### src/rtl/bridge_arbiter_2to1.sv
// Two-port arbiter in front of the 32-to-16 SDRAM bridge. It grants one whole
// transaction at a time and returns completion and read data to the owner only.
module bridge_arbiter_2to1 #(
  parameter bit FIXED_PRIORITY = 1'b0
) (
  input  logic        clk,
  input  logic        rst,

  input  logic        p0_cs,
  input  logic [31:0] p0_addr,
  input  logic [31:0] p0_wdata,
  output logic [31:0] p0_rdata,
  input  logic        p0_wr_en,
  input  logic [3:0]  p0_bytesel,
  output logic        p0_compl,

  input  logic        p1_cs,
  input  logic [31:0] p1_addr,
  input  logic [31:0] p1_wdata,
  output logic [31:0] p1_rdata,
  input  logic        p1_wr_en,
  input  logic [3:0]  p1_bytesel,
  output logic        p1_compl,

  output logic        m_cs,
  output logic [31:0] m_addr,
  output logic [31:0] m_wdata,
  input  logic [31:0] m_rdata,
  output logic        m_wr_en,
  output logic [3:0]  m_bytesel,
  input  logic        m_compl,

  output logic [1:0]  grant,
  output logic        busy
);

  typedef enum logic [1:0] {
    IDLE = 2'd0,
    OWN0 = 2'd1,
    OWN1 = 2'd2
  } state_e;

  state_e state_q, state_d;
  logic   lastOwner_q, lastOwner_d;
  logic   req0, req1, pick1;

  // A chip select with no byte lanes enabled is not a real request.
  assign req0 = p0_cs && (|p0_bytesel);
  assign req1 = p1_cs && (|p1_bytesel);

  always_comb begin
    state_d     = state_q;
    lastOwner_d = lastOwner_q;
    pick1       = 1'b0;

    if (req0 && req1) begin
      pick1 = FIXED_PRIORITY ? 1'b0 : ~lastOwner_q;
    end else begin
      pick1 = req1;
    end

    case (state_q)
      IDLE: begin
        if (req0 || req1) begin
          state_d     = pick1 ? OWN1 : OWN0;
          lastOwner_d = pick1;
        end
      end
      OWN0, OWN1: begin
        if (m_compl) begin
          state_d = IDLE;
        end
      end
      default: state_d = IDLE;
    endcase
  end

  always_ff @(posedge clk) begin
    if (rst) begin
      state_q     <= IDLE;
      lastOwner_q <= 1'b1;
    end else begin
      state_q     <= state_d;
      lastOwner_q <= lastOwner_d;
    end
  end

  // m_cs and grant come from the state register alone, so a new request
  // never reaches the bridge combinationally.
  always_comb begin
    m_cs      = 1'b0;
    m_addr    = '0;
    m_wdata   = '0;
    m_wr_en   = 1'b0;
    m_bytesel = '0;
    grant     = 2'b00;
    busy      = 1'b0;
    p0_compl  = 1'b0;
    p0_rdata  = '0;
    p1_compl  = 1'b0;
    p1_rdata  = '0;

    case (state_q)
      OWN0: begin
        m_cs      = 1'b1;
        m_addr    = p0_addr;
        m_wdata   = p0_wdata;
        m_wr_en   = p0_wr_en;
        m_bytesel = p0_bytesel;
        grant     = 2'b01;
        busy      = 1'b1;
        p0_compl  = m_compl;
        p0_rdata  = m_rdata;
      end
      OWN1: begin
        m_cs      = 1'b1;
        m_addr    = p1_addr;
        m_wdata   = p1_wdata;
        m_wr_en   = p1_wr_en;
        m_bytesel = p1_bytesel;
        grant     = 2'b10;
        busy      = 1'b1;
        p1_compl  = m_compl;
        p1_rdata  = m_rdata;
      end
      default: ;
    endcase
  end

endmodule

### config.mk
export PLATFORM = sky130hd
export DESIGN_NAME = bridge_arbiter_2to1
export DESIGN_NICKNAME = d
export VERILOG_FILES = /design/src/rtl/bridge_arbiter_2to1.sv
export SDC_FILE = /design/constraint.sdc
export NUM_CORES = 1
export LEC_CHECK = 0
export ABC_AREA = 1
export ABC_CLOCK_PERIOD_IN_PS = 1700
export BUFFER_PORTS_ARGS = -buffer_cell sky130_fd_sc_hd__buf_4
export CORE_AREA = 2 2 124 126
export CTS_BUF_LIST = sky130_fd_sc_hd__clkbuf_8
export CTS_CLUSTER_DIAMETER = 40
export DETAILED_ROUTE_END_ITERATION = 16
export DIE_AREA = 0 0 126 128
export SETUP_SLACK_MARGIN = 0.3
export SLEW_MARGIN = 20
export SYNTH_ARGS = -nofsm -noshare
export SYNTH_HDL_FRONTEND = slang
export SYNTH_SLANG_ARGS = --single-unit
### constraint.sdc
create_clock -name clk -period 1.7 [get_ports clk]
set_clock_uncertainty 0.2 [all_clocks]
set_input_delay 0 -clock clk [delete_from_list [all_inputs] [get_ports clk]]
set_output_delay 0 -clock clk [all_outputs]
set_load 0.01 [all_outputs]
==> impl_metrics.yaml <==
clock_tree:
  cts_tree: "done"
  cts_buffer_depth: 2
  cts_buffers: 3
  cts.sinks: 3
  cts_root_buf: "clkbuf_8"
  clk_pin_slew_worst_paths_ns: 0.03
  htreeDepth: 1
  clk_latency_ns: 0.21
global_routing:
  grt_pass1_wl_um: 19100
  grt_pass1_vias: 3701
  grt_use_total_pct: 14.6
  overflow: 0
  grt_max_degree: 31
  antenna_found_initial: 0
timing:
  tns_ns: -1.04
  relSlewSlack_pct: 88.8
  fin_crit_sh_pct: 104
  drv_slew: 0
  rsz0062_at_grt: "yes"
  fin_ws_ns: -0.0633
  fin_crit_ns: 1.76
  max_freq_ghz: 0.567
  whs_ns: 0.0221
  hold_viol: 0
  worst_slew_pin_slew_ns: 0.169
  setup_viol: 35
cells_and_area:
  drive_above_1_share_pct: 82.6
  mostFrequentLayoutCell: "buf_4"
  most-common-layout-cells: "247 x buf_4, 111 x nand2_1, 79 x buf_6"
  diodes: 0
  syn_to_final_growth_pct: 281
  nNetsFinal: 933
  nFillCells: 1405
route:
  first_pass_iters: 4
  wire_per_inst_um: 16.1
  viasPerCell: 4.18
  drc: 0
  vias: 3933
  routed_wl_um: 15100
  drt-initial-drc-count: 87
  ant_nets: 0
synth:
  syn_inst: 404
  syn-num-nets: 584
  ys_ff_latch: 3
  avgSynthCellArea_um2: 4.37
  yosys_warnings: 0
  synth_area_mm2: 0.00177
  yosysSeqAreaShare_pct: 3.40
  ys_types: 15
place:
  gp_congestion: 0.783
  dp_hpwl_um: 8400
  port_buffers: 313
  place_ws_ns: 0.0575
critical_path:
  critical-path-max-stage-delay_ns: 0.37
  path_cells: "inv_4, ha_4, buf_12, buf_12, buf_12, clkbuf_16, nand2_2, inv_2, buf_6"
  cp.arrival_ns: 1.56
  crit_path_end_kind: "output port"
  crit_fanout: 5
  slowest_stage: "dfxtp_4"
  crit_path_frequent_cell: "buf_12"
  required_ns: 1.50
  crit_type: "flip-flop to output port"
  cp-start-kind: "flip-flop"
outcome:
  status: "finished with violations"
  violations: "negative setup slack"
worst_hold_path:
  hp-class: "primary input to flip-flop"
die:
  fp.coreArea_mm2: 0.0149
  fp-row-count: 45
  die_height_um: 128
  start_util_pct: 11.9
  die_w_um: 126
  io_pins: 314
  die-area_mm2: 0.0161
power:
  powerDensity_mw_per_mm2: 514
  p_leak_uw: 0.00371
  peakVddDrop_v: 0.000508
flow_run:
  max_cap_violations: 0
registers in the layout, summed over array words and instances (netlist names):
signal       cells
state_q          2
lastOwner_q      1
final timing paths:
kind                            startpoint                       end  slack [ns]  depth (start not counted)
setup / recovery   state_q[1]$_SDFFE_PP0P_              p0_rdata[16]       -0.06                          9
hold reg to reg   lastOwner_q$_SDFFE_PP1P_  lastOwner_q$_SDFFE_PP1P_        0.27                          2
hold / removal                       p1_cs   state_q[1]$_SDFFE_PP0P_        0.02                          5
setup reg to reg   state_q[0]$_SDFFE_PP0P_   state_q[0]$_SDFFE_PP0P_        0.11                          7
worst max-delay path: cells and delay by family (launching register included):
| kind | cells | cell delay [ns] |
|---|---|---|
| buf+inv | 7 | 0.73 |
| fa+ha+maj | 1 | 0.18 |
| simple gates | 1 | 0.06 |
| flops | 1 | 0.37 |
through the flow:
step | std cells | utilization [%] | area (um2) | total power [uW]
after floorplan | 404 | - | 1780 | 813
after global placement | 883 | 29.4 | 4360 | 1690
after detailed placement | 883 | 29.4 | 4360 | 1690
after CTS | 919 | 38.6 | 5740 | 2820
after global routing | 940 | 45.3 | 6730 | 3660
final | 940 | 45.3 | 6730 | 3460
metal layers:
layer	up-vias	wire length (um)	GRT usage, %
met1	1820	5880	15.8
met3	14	982	2.92
met2	193	8080	29.6
met4	0	171	1.94
met5	-	0	0
li1	1906	-	-
cells in the mapped netlist:
master    number  area share (%)
a21oi_1       71              20
inv_2          1            0.21
nor2_1         4            0.85
dfxtp_1        3             3.4
nand4_1        2            0.71
nand3_1        2            0.57
nand2_1      214              45
a21oi_2        1            0.50
inv_1         69              15
buf_2         17             4.8
buf_4          8             3.4
clkbuf_1       5             1.1
or2_1          1            0.35
o21ai_0        1            0.28
ha_1           5             3.5
cell families after synthesis:
family / count (synthesis) / synth area share [%]
compound gates: 73 / 20.9
fa+ha+maj: 5 / 3.54
buf+inv: 100 / 24.2
flops: 3 / 3.40
simple gates: 223 / 48.0
power breakdown:
part | leakage [uW] | total (uW) | internal (uW) | switching (uW)
registers | 0.0000262 | 97.6 | 82.9 | 14.7
logic | 0.00366 | 3160 | 1680 | 1480
clock network | 0.0000269 | 200 | 154 | 46.3
final cells by class:
class / instances / area (um2) / area share, %
Tap cell: 188 / 235 / 3.50
Multi-Input combinational cell: 301 / 2260 / 33.5
Timing Repair Buffer: 374 / 3840 / 57.1
Sequential cell: 3 / 67.6 / 1.00
Inverter: 70 / 283 / 4.20
Clock inverter: 1 / 3.75 / 0.0558
Clock buffer: 3 / 41.3 / 0.614
repair_timing:
item / CTS / global route
pin swaps: 16 / 20
resized for setup: 237 / 193
buffers inserted: 16 / 10
endpoints found under the setup margin: 137 / 139
hold buffers: 2 / 0
hold endpoints to repair: 3 / 0
cloned: 14 / 11
Power figures use the tool's default switching activity.
